$ cat config.mk
export PLATFORM = sky130hd
export DESIGN_NAME = pe_scan
export DESIGN_NICKNAME = d
export VERILOG_FILES = /design/src/rtl/pe_pkg.sv /design/src/rtl/pe_enc.sv /design/src/rtl/pe_scan.sv
export SDC_FILE = /design/constraint.sdc
export NUM_CORES = 1
export LEC_CHECK = 0
export ABC_AREA = 1
export ABC_CLOCK_PERIOD_IN_PS = 1500
export BUFFER_PORTS_ARGS = -buffer_cell sky130_fd_sc_hd__clkbuf_2
export CAP_MARGIN = 10
export CELL_PAD_IN_SITES_DETAIL_PLACEMENT = 1
export CELL_PAD_IN_SITES_GLOBAL_PLACEMENT = 2
export CORE_AREA = 2 2 58 60
export DETAILED_ROUTE_END_ITERATION = 8
export DIE_AREA = 0 0 60 62
export HOLD_SLACK_MARGIN = 0.1
export PLACE_DENSITY_LB_ADDON = 0.12
export SYNTH_ARGS = -nofsm -noshare
export SYNTH_HDL_FRONTEND = slang
export SYNTH_SLANG_ARGS = --single-unit
$ cat constraint.sdc
create_clock -name clk -period 1.5 [get_ports clk]
set_input_delay 0.3 -clock clk [delete_from_list [all_inputs] [get_ports clk]]
set_output_delay 0.3 -clock clk [all_outputs]
set_load 0.005 [all_outputs]
$ cat src/rtl/pe_pkg.sv
// ============================================================================
//  Module      : pe_pkg
//  Description : Shared types and defaults for the pe_scan priority scanner.
//  Revision    : 1.0 - initial release
// ============================================================================
`default_nettype none

package pe_pkg;

  localparam int N_DEFAULT = 8;

  typedef enum logic [0:0] {
    IDLE = 1'b0,
    SCAN = 1'b1
  } state_e;

endpackage : pe_pkg

`default_nettype wire

$ cat src/rtl/pe_enc.sv
// ============================================================================
//  Module      : pe_enc
//  Description : Combinational priority encoder: index, zero flag and one-hot
//                mask of the selected bit.
//  Revision    : 1.0 - initial release
// ============================================================================
`default_nettype none

module pe_enc #(
  parameter int N         = 8,
  parameter int MSB_FIRST = 1,
  parameter int W         = $clog2(N)
) (
  input  logic [N-1:0] vec,
  output logic [W-1:0] idx,
  output logic         zero,
  output logic [N-1:0] onehot
);

  assign zero = (vec == '0);

  generate
    if (MSB_FIRST != 0) begin : g_msb_first
      // Ascending scan: the last hit overwrites, leaving the highest set bit.
      always_comb begin
        idx    = '0;
        onehot = '0;
        for (int i = 0; i < N; i++) begin
          if (vec[i]) begin
            idx       = W'(i);
            onehot    = '0;
            onehot[i] = 1'b1;
          end
        end
      end
    end else begin : g_lsb_first
      always_comb begin
        idx    = '0;
        onehot = '0;
        for (int i = N - 1; i >= 0; i--) begin
          if (vec[i]) begin
            idx       = W'(i);
            onehot    = '0;
            onehot[i] = 1'b1;
          end
        end
      end
    end
  endgenerate

endmodule : pe_enc

`default_nettype wire

$ cat src/rtl/pe_scan.sv
// ============================================================================
//  Module      : pe_scan
//  Description : Captures a request vector and emits one beat per set bit in
//                priority order, with valid/ready flow control on both sides.
//  Revision    : 1.0 - initial release
// ============================================================================
`default_nettype none

module pe_scan
  import pe_pkg::*;
#(
  parameter int N         = N_DEFAULT,
  parameter int W         = $clog2(N),
  parameter int MSB_FIRST = 1
) (
  input  logic         clk,
  input  logic         rst_n,
  input  logic         in_valid,
  output logic         in_ready,
  input  logic [N-1:0] req,
  output logic         out_valid,
  input  logic         out_ready,
  output logic [W-1:0] idx,
  output logic         none,
  output logic         last
);

  state_e       state_q, state_d;
  logic [N-1:0] rem_q, rem_d;

  logic [W-1:0] w_enc_idx;
  logic         w_enc_zero;
  logic [N-1:0] w_enc_onehot;
  logic         w_at_most_one;
  logic         w_fire;
  logic         w_accept;

  pe_enc #(
    .N         (N),
    .MSB_FIRST (MSB_FIRST),
    .W         (W)
  ) u_enc (
    .vec    (rem_q),
    .idx    (w_enc_idx),
    .zero   (w_enc_zero),
    .onehot (w_enc_onehot)
  );

  // Clearing the lowest set bit leaves zero iff at most one bit was set.
  assign w_at_most_one = ((rem_q & (rem_q - {{(N-1){1'b0}}, 1'b1})) == '0);

  always_comb begin
    out_valid = 1'b0;
    idx       = '0;
    none      = 1'b0;
    last      = 1'b0;
    if (state_q == SCAN) begin
      out_valid = 1'b1;
      idx       = w_enc_idx;
      none      = w_enc_zero;
      last      = w_at_most_one;
    end
  end

  assign w_fire   = out_valid & out_ready;
  assign in_ready = (state_q == IDLE) | (w_fire & last);
  assign w_accept = in_valid & in_ready;

  always_comb begin
    state_d = state_q;
    rem_d   = rem_q;
    if (w_accept) begin
      state_d = SCAN;
      rem_d   = req;
    end else if (w_fire) begin
      if (last) begin
        state_d = IDLE;
        rem_d   = '0;
      end else begin
        rem_d = rem_q & ~w_enc_onehot;
      end
    end
  end

  always_ff @(posedge clk or negedge rst_n) begin
    if (!rst_n) begin
      state_q <= IDLE;
      rem_q   <= '0;
    end else begin
      state_q <= state_d;
      rem_q   <= rem_d;
    end
  end

endmodule : pe_scan

`default_nettype wire

==> flow_summary.ini, run 1 <==
[synth]
syn_area_um2 = 737.0
synth_nets = 136
ys_seq_area_share_pct = 30.56
ys_types = 18
synth_cells = 124
ys_warn_count = 0
syn_avg_cell_area_um2 = 5.943
ys_ff_latch = 9

[timing]
report.final.slew_viol_count = 0
finalClockSkew_ns = 0.002123
rsz0062_at_grt = yes
fmax_mhz = 546.4
whs_ns = 0.2784
tightest_slew_ns = 0.2770
setup_tns_ns = -2.121
relSlewSlack_pct = 81.49
hold_violations = 0
min_period_over_period_pct = 122.0
finalSetupViolations = 15
setup_ws_ns = -0.3301
period_needed_ns = 1.830

[critical_path]
cp-start-kind = flip-flop
worstSetupEndpointType = output port
worstSetupPathType = reg2out
critPathMaxStageDelay_ns = 0.46
cp.required_ns = 1.20
critPathMaxFanout = 4
path_delay_family = simple AND/OR/NAND/NOR gates
crit_buf_inv = 1
cp_common_cell = nor2_1
path_cells = nor2_4 > nand2_2 > nor2_2 > nor2_1 > nor2_1 > nand3_2 > nand2_4 > buf_6
critPathSlowestCell = dfrtp_2
worstPathArrival_ns = 1.53

[cells_and_area]
n_antenna_cell = 0
fillers = 430
design_area_mm2 = 0.001147
area_delta_synth_final_pct = 55.69
fin_util_pct = 36.09
drive_gt1_share_pct = 42.60
seq_area_um2 = 227.7
fin_nets = 182
multi_input_area_um2 = 481.7

[grt]
grt_usage_pct = 16.71
grt_max_degree = 10
grt_pass1_vias = 917
grt_overflow = 0
antenna_found_initial = 0
grt_first_pass_wirelength_um = 4457

[job]
maxCapViolations = 0

[routing]
drt_iter0_drc = 27
drcViolationCount = 0
ant_nets = 0
wl_per_cell_um = 12.79
via_count = 916
routed_via_density = 4.260
routed_wirelength_um = 2750
dr.pass1.iters = 4

[outcome]
run_status = finished with violations
violations = setup timing

[die]
start_util_pct = 23.18
coreArea_mm2 = 0.003179
die_h_um = 62
die_x_um = 60
pin_count = 19
placementRows = 21
die-area_mm2 = 0.003720

[cts]
htree_levels = 1
cts_buffer_depth = 2
path_clk_slew_ns = 0.07
insertion_delay_ns = 0.26
cts.sinks = 9
cts_tree = yes
numCtsBuffers = 3
cts_root_buf = clkbuf_4

[placed_design]
place_area_mm2 = 0.001002
gp_congestion = 0.7704
place_ws_ns = -0.1005
hpwl_um = 2141
io_buffers = 18

[power]
p_leak_nw = 0.6829
ir_drop_mv = 0.6969
p_per_area_mw_per_mm2 = 2497

[hold_path]
min-delay-path-class = in2reg
## layer usage
metal	track usage [%]	vias up	routed length (um)	part of all wire (%)
met2	28.88	8	1397	51
met4	6.667	0	18	0.65
met3	1.863	2	36	1.3
met5	0	-	0	0
met1	21.30	434	1297	47
li1	-	472	-	-
## sequential cells by signal, indices dropped and copies added (netlist names)
register	cells
rem_q	8
state_q	1
## worst reg2reg max path: stages (launching register included)
cell,delay [ns]
dfrtp_2,0.46
nor2_4,0.17
nand2_2,0.09
nor2_2,0.10
nor2_1,0.04
nor2_1,0.14
nand3_2,0.11
nand2_4,0.07
buf_4,0.16
nand3_1,0.09
nand2_1,0.07
nand2_1,0.05
nand2_1,0.06
## metrics by stage
stage	instances	total power, mW
2_1_floorplan	124	1.478
3_3_place_gp	202	2.371
3_5_place_dp	202	2.389
4_1_cts	212	2.774
5_1_grt	215	3.179
6_report	215	2.865
## cell usage in the layout (no fill, tap or decap)
master,synthesis,final
nand3_2,1,3
nor4_2,0,1
nor2_2,4,5
a21oi_2,0,1
clkbuf_2,0,15
dfrtp_2,0,2
clkbuf_1,0,1
dlygate4sd3_1,0,1
dfrtp_1,9,7
inv_1,15,11
a21oi_1,6,5
nand3_1,10,8
buf_2,0,2
a21oi_4,1,1
nand2_2,2,5
nand2_1,52,49
nor2_1,11,8
o21ai_0,2,2
inv_2,3,7
o21ai_1,3,3
nand2_4,1,1
buf_6,0,3
buf_4,0,21
a31oi_1,1,1
o21bai_1,1,1
nor2_4,0,2
clkbuf_4,1,3
## kinds of logic after synthesis
| kind of cell | Yosys count | synth area share (%) |
|---|---|---|
| compound gates | 14 | 11.55 |
| buf+inv | 19 | 10.19 |
| flops | 9 | 30.56 |
| simple gates | 82 | 47.71 |
## final cells by class
class	count	share of cell area, %
Multi-Input combinational cell	96	41.98
Clock buffer	4	2.290
Inverter	18	5.889
Sequential cell	9	19.85
Tap cell	46	5.016
Timing Repair Buffer	42	24.97
## synthesized netlist by cell type, drive strengths merged
| cell | n | area, um^2 |
|---|---|---|
| inv | 18 | 67.56 |
| a31oi | 1 | 6.260 |
| nand3 | 11 | 60.06 |
| dfrtp | 9 | 225.2 |
| o21ai | 5 | 25.02 |
| nand2 | 55 | 219.0 |
| a21oi | 7 | 46.30 |
| o21bai | 1 | 7.510 |
| nor4 | 1 | 6.260 |
| nor2 | 15 | 66.31 |
| clkbuf | 1 | 7.510 |
## path summary, 6_finish.rpt
kind | slack [ns] | end | cells past startpoint | from
max reg2reg | -0.19 | rem_q[1] | 12 | rem_q[2]
max in group asynchronous | 0.82 | rem_q[1] | 2 | rst_n
min in group asynchronous | 0.44 | rem_q[5] | 2 | rst_n
min reg2reg | 0.64 | rem_q[4] | 3 | rem_q[4]
min | 0.28 | rem_q[7] | 3 | req[7]
max | -0.33 | in_ready | 8 | rem_q[2]
## power breakdown
group	switching [mW]	internal, mW
clock network	0.0935	0.103
registers	0.118	0.342
logic	1.21	0.998
## repair_timing
item / 4_1_cts / 5_1_grt
gates resized for setup: 12 / 12
pin swaps: 13 / 14
endpoints found under the setup margin: 14 / 15
hold buffers: 1 / 0
hold endpoints to repair: 9 / 0
buffers inserted: 6 / 4
No activity file was read; power rests on OpenSTA's default activity.
==> run 2, diff against run 1 <==
--- a/config.mk
+++ b/config.mk
@@ -12,10 +12,11 @@
 export CELL_PAD_IN_SITES_DETAIL_PLACEMENT = 1
 export CELL_PAD_IN_SITES_GLOBAL_PLACEMENT = 2
 export CORE_AREA = 2 2 58 60
+export CTS_CLUSTER_SIZE = 30
 export DETAILED_ROUTE_END_ITERATION = 8
 export DIE_AREA = 0 0 60 62
 export HOLD_SLACK_MARGIN = 0.1
-export PLACE_DENSITY_LB_ADDON = 0.12
+export PLACE_DENSITY_LB_ADDON = 0.25
 export SYNTH_ARGS = -nofsm -noshare
 export SYNTH_HDL_FRONTEND = slang
 export SYNTH_SLANG_ARGS = --single-unit
==> run 2 against run 1 <==
The flow still finishes with violations (setup timing). Final area increased by 12%. Core utilization up 4.3 points. Cell count increased by 4.7%. Combinational power rose by 29%. Sequential power up 3%. Worst hold slack got worse by 0.022 ns. Wire length up 11%. Die area unchanged. Critical path depth unchanged. Sequential share of layout area fell by 2.1 points. Global-route usage rose by 1.5 points. Worst setup slack worse by 0.00087 ns. Critical path type unchanged. Highest routed layer unchanged.
==> flow_summary.ini, run 2 (synthesized netlist as in run 1, its figures left out) <==
[outcome]
run_status = finished with violations
violations = setup timing

[timing]
rsz0062_at_grt = yes
tightest_slew_ns = 0.3497
whs_ns = 0.2567
finalSetupViolations = 15
setup_tns_ns = -3.722
relSlewSlack_pct = 76.68
period_needed_ns = 1.831
report.final.slew_viol_count = 0
fmax_mhz = 546.2
setup_ws_ns = -0.3309
finalClockSkew_ns = 0.009499
min_period_over_period_pct = 122.1
hold_violations = 0

[critical_path]
worstSetupEndpointType = output port
cp-start-kind = flip-flop
worstPathArrival_ns = 1.53
worstSetupPathType = reg2out
critPathSlowestCell = dfrtp_2
path_delay_family = simple AND/OR/NAND/NOR gates
reg2reg_depth = 14
cp_common_cell = nor2_2
cp.required_ns = 1.20
rrSetupSlack_ns = -0.30
path_cells = nor2_4 > nand2_2 > nor2_2 > nor2_2 > nor2_2 > nand3_2 > nand2_4 > buf_6
critPathMaxFanout = 3
crit_buf_inv = 1
critPathMaxStageDelay_ns = 0.45
worst-path-stages = 8

[job]
maxCapViolations = 0

[grt]
grt_overflow = 0
grt_usage_pct = 18.17
grt_pass1_vias = 952
grt_first_pass_wirelength_um = 4733
grt_max_degree = 12
antenna_found_initial = 0

[placed_design]
place_ws_ns = -0.1682
io_buffers = 18
dp_cells = 204
gp_congestion = 0.8186
hpwl_um = 2144

[routing]
dr.pass1.iters = 4
routed_wirelength_um = 3049
via_count = 968
routed_via_density = 4.302
drt_iter0_drc = 5
wl_per_cell_um = 13.55
ant_nets = 0
drcViolationCount = 0

[cts]
htree_levels = 1
insertion_delay_ns = 0.28
numCtsBuffers = 3
cts_root_buf = clkbuf_4
cts_buffer_depth = 2
cts_tree = yes
cts.sinks = 9
path_clk_slew_ns = 0.08

[cells_and_area]
drive_gt1_share_pct = 49.72
final_common_cell = nand2_1
fin_nets = 192
final_cells = 225
largest_reg_flops = 8
largestRegisters = rem_q: 8 flops, state_q: 1 flops
n_antenna_cell = 0
layout_common_cells = 45 x nand2_1, 29 x buf_4, 16 x clkbuf_2
area_delta_synth_final_pct = 74.36
largest-register = rem_q

[power]
p_per_area_mw_per_mm2 = 2756
p_leak_nw = 0.7424
finalPower_mw = 3.542
ir_drop_mv = 0.8324

[die]
pin_count = 19
die-area_mm2 = 0.003720
coreArea_mm2 = 0.003179
die_h_um = 62
die_x_um = 60
start_util_pct = 23.18
placementRows = 21

[hold_path]
min-delay-path-class = in2reg
holdPathStages = 3
-- run 2: worst reg2reg max path, delay by kind of cell (launching register included) --
| family | cells | cell delay, ns |
|---|---|---|
| buf+inv | 3 | 0.31 |
| flops | 1 | 0.45 |
| simple gates | 11 | 1.00 |
-- run 2: path summary, 6_finish.rpt --
kind,from,endpoint
max reg2reg,rem_q[5],rem_q[6]
min reg2reg,rem_q[0],rem_q[0]
max,rem_q[5],in_ready
min,req[7],rem_q[7]
max in group asynchronous,rst_n,rem_q[1]
min in group asynchronous,rst_n,rem_q[2]
-- run 2: power by group --
part / switching, mW / internal (mW) / total (mW)
logic: 1.42 / 1.44 / 2.86
registers: 0.133 / 0.343 / 0.476
clock network: 0.104 / 0.103 / 0.207
-- run 2: cell type report --
type                    instances  area, um^2
well taps                      46       57.56
fillers                       424        1894
inverters                      18       67.56
flip-flops and latches          9       227.7
clock buffers                   4       26.28
repair buffers                 52       377.9
multi-input cells              96       528.0
-- run 2: layer usage --
layer,vias up,global-route usage (%),routed length (um)
met1,456,23.30,1383
met5,-,0,0
met2,11,30.12,1559
li1,497,-,-
met3,4,2.484,66
met4,0,8.889,40
-- run 2: per-stage QoR --
stage               area, um^2  util (%)
finish                    1285     40.42
global route              1285     40.42
CTS                       1145     36.01
detailed placement        1017     32.00
global placement          1017     32.00
floorplan                737.0         -
-- run 2: what timing repair did --
| action | in CTS | in global routing |
|---|---|---|
| resized for setup | 12 | 22 |
| setup endpoints to repair | 14 | 15 |
| pin swaps | 6 | 17 |
| buffers inserted | 7 | 9 |
| hold buffers | 1 | 0 |
| hold endpoints to repair | 9 | 0 |
==> run 3, diff against run 2 <==
--- a/config.mk
+++ b/config.mk
@@ -5,16 +5,15 @@
 export SDC_FILE = /design/constraint.sdc
 export NUM_CORES = 1
 export LEC_CHECK = 0
-export ABC_AREA = 1
 export ABC_CLOCK_PERIOD_IN_PS = 1500
 export BUFFER_PORTS_ARGS = -buffer_cell sky130_fd_sc_hd__clkbuf_2
 export CAP_MARGIN = 10
 export CELL_PAD_IN_SITES_DETAIL_PLACEMENT = 1
 export CELL_PAD_IN_SITES_GLOBAL_PLACEMENT = 2
-export CORE_AREA = 2 2 58 60
+export CORE_AREA = 2 2 52 54
 export CTS_CLUSTER_SIZE = 30
 export DETAILED_ROUTE_END_ITERATION = 8
-export DIE_AREA = 0 0 60 62
+export DIE_AREA = 0 0 54 56
 export HOLD_SLACK_MARGIN = 0.1
 export PLACE_DENSITY_LB_ADDON = 0.25
 export SYNTH_ARGS = -nofsm -noshare
==> run 3 against run 2 <==
The run still ends with setup timing left. Core utilization is 4.1 points higher. Flip-flop and latch count stayed put. Sequential power fell by 3%. First-iteration DRC count stayed put. Combinational power decreased by 33%. Area after synthesis down 8.8%. Maximum frequency shrank 13%. Non-clock buffer count shrank 7. Critical endpoint is now last.
==> flow_summary.ini, run 3 <==
[grt]
grtUsageMet2_pct = 28.40
antenna_found_initial = 0
grt.met3_usage_pct = 2.688
grt_pass1_vias = 855
grt-busiest-layer = met2
grt_usage_pct = 17.44
grt_max_degree = 12
grt_first_pass_wirelength_um = 4002
grt_overflow = 0
use_met1_pct = 23.39

[timing]
hold_violations = 0
setup_tns_ns = -5.252
rsz0062_at_grt = yes
min_period_over_period_pct = 140.1
setup_ws_ns = -0.6015
fmax_mhz = 475.9
relSlewSlack_pct = 72.42
report.final.slew_viol_count = 0
finalClockSkew_ns = 0.001926
period_needed_ns = 2.101
finalSetupViolations = 15
tightest_slew_ns = 0.4085

[cells_and_area]
final_common_cell = buf_4
largest-register = rem_q
largest_reg_flops = 8
n_antenna_cell = 0
seq_area_um2 = 225.2
drive_gt1_share_pct = 50.00
area_delta_synth_final_pct = 61.27
largestRegisters = rem_q: 8 flops, state_q: 1 flops
layout_common_cells = 22 x buf_4, 15 x clkbuf_2, 11 x nand2_1
fin_util_pct = 44.55
multi_input_area_um2 = 475.5
final_cells = 158
fillers = 320
fin_nets = 141

[power]
finalPower_mw = 2.586
ir_drop_mv = 1.129
internal_power_mw = 1.489
p_switching_mw = 1.097
p_leak_nw = 0.5045
p_per_area_mw_per_mm2 = 2387
pwr-share-seq_pct = 17.9
combPwrFrac_pct = 74.7
p_sw_share_pct = 42.41
clockPowerShare_pct = 7.4

[die]
die_h_um = 56
start_util_pct = 27.62
die_x_um = 54
coreArea_mm2 = 0.002432
pin_count = 19
die-area_mm2 = 0.003024
placementRows = 18

[cts]
cts_tree = yes
insertion_delay_ns = 0.26
numCtsBuffers = 3
cts.sinks = 9
cts_buffer_depth = 2
path_clk_slew_ns = 0.07
cts_root_buf = clkbuf_4
htree_levels = 1

[critical_path]
regToRegEndpoint = rem_q[0]
r2r_start = rem_q[4]
worstSetupEndpointType = output port
worstSetupEndpoint = last
critPathMaxStageDelay_ns = 0.39
critPathSlowestCell = dfrtp_1
worstSetupPathType = reg2out
crit_start = rem_q[4]
cp-start-kind = flip-flop
reg2reg_depth = 8
path_cells = buf_4 > buf_4 > nor3_1 > a31oi_1 > a21oi_4 > and2_1 > buf_2
cp_common_cell = buf_4
critPathMaxFanout = 5
worstPathArrival_ns = 1.80
cp.required_ns = 1.20
rrSetupSlack_ns = -0.46

[synth]
synth_top_area_share_pct = 33.52
ys.flop_type = dfrtp_1
synth_cells = 82
synth-xor-area-share_pct = 0
synthArstFlopShare_pct = 100.0
synth_common_cells = 11 x nand2_1, 9 x dfrtp_1, 9 x o21ai_0
synth_area_leaders = dfrtp_1 34%, o21ai_0 6.7%, nand2_1 6.1%
syn_area_um2 = 671.9
synth_nets = 94
ys_warn_count = 0
synth_top_cell_by_area = dfrtp_1
ys_types = 31
synth_top_family_by_area = compound AO/OA/AOI/OAI gates
yosysMostFrequentCell = nand2_1
synthAdderAreaFrac_pct = 1.490
synth_simple_gate_area_share_pct = 29.42
synth-compound-area-share_pct = 30.17
ys_ff_latch = 9
syn_avg_cell_area_um2 = 8.194
yosys-mux-area-fraction_pct = 1.490
synth_edf_count = 0
ys_seq_area_share_pct = 33.52

[placed_design]
hpwl_um = 1848
io_buffers = 18
gp_congestion = 0.8178
dp_cells = 149

[hold_path]
holdPathStages = 3
min-delay-path-class = in2reg

[routing]
wl_per_cell_um = 14.84
drt_iter0_drc = 5
ant_nets = 0
routed_via_density = 5.070
drcViolationCount = 0
routed_wirelength_um = 2345
via_count = 801
dr.pass1.iters = 3

[outcome]
violations = setup timing
run_status = finished with violations

[job]
maxCapViolations = 0
-- run 3: cell count changes after synthesis, sizes merged, moves of 4 or more --
| cell | previous run | this run |
|---|---|---|
| a21oi | 7 | 2 |
| inv | 18 | 2 |
| nand2 | 55 | 11 |
| nand3 | 11 | 2 |
| nand4 | 0 | 4 |
| nor2 | 15 | 5 |
| nor3 | 0 | 4 |
| o211ai | 0 | 4 |
| o21ai | 5 | 9 |
-- run 3: worst min-delay path by stage --
stage,from,to,slack [ns]
global route,req[4],rem_q[4],0.27
floorplan,rst_n,rem_q[0],0.004
finish,req[3],rem_q[3],0.28
detailed placement,rst_n,rem_q[7],0.17
global placement,rst_n,rem_q[7],0.17
CTS,req[4],rem_q[4],0.26
-- run 3: cells by family after synthesis --
group,after synthesis
simple gates,39
compound gates,27
buf+inv,5
mux,1
flops,9
fa+ha+maj,1
-- run 3: what timing repair did --
item,in CTS,in global routing
hold buffers,1,0
setup buffers,5,0
pin swaps,8,1
endpoints found under the setup margin,15,15
endpoints found under the hold margin,9,0
gates resized for setup,21,7
-- run 3: routing by layer --
metal	share of wire [%]	wire length [um]
met1	47	1104
met4	0	0
met3	2.0	47
met2	51	1193
met5	0	0
-- run 3: final cells by class --
type / count / share of cell area [%]
multi-input cells: 68 / 43.88
repair buffers: 45 / 28.64
clock buffers: 3 / 2.079
well taps: 30 / 3.464
clock inverters: 1 / 0.4619
inverters: 2 / 0.6928
flip-flops and latches: 9 / 20.79
-- run 3: critical path: cells and delay by family (launching register included) --
kind            cells  cell delay, ns
flops               1            0.39
simple gates        2            0.31
buf+inv             3            0.41
compound gates      2            0.44
-- run 3: power by group through the flow --
| stage | Clock [mW] | Combinational (mW) | Sequential, mW |
|---|---|---|---|
| after floorplan | 0 | 0.781 | 0.457 |
| after global placement | 0 | 1.60 | 0.456 |
| after detailed placement | 0 | 1.65 | 0.460 |
| after CTS | 0.194 | 1.92 | 0.460 |
| after global routing | 0.212 | 2.13 | 0.478 |
| final | 0.190 | 1.93 | 0.463 |
-- run 3: stage by stage --
stage,area [um^2],setup WS [ns],hold WS [ns]
floorplan,671.9,-0.4039,0.004409
global placement,945.9,-0.3147,0.1651
detailed placement,945.9,-0.4088,0.1681
CTS,1070,-0.6184,0.2639
global route,1084,-0.6894,0.2741
finish,1084,-0.6015,0.2769
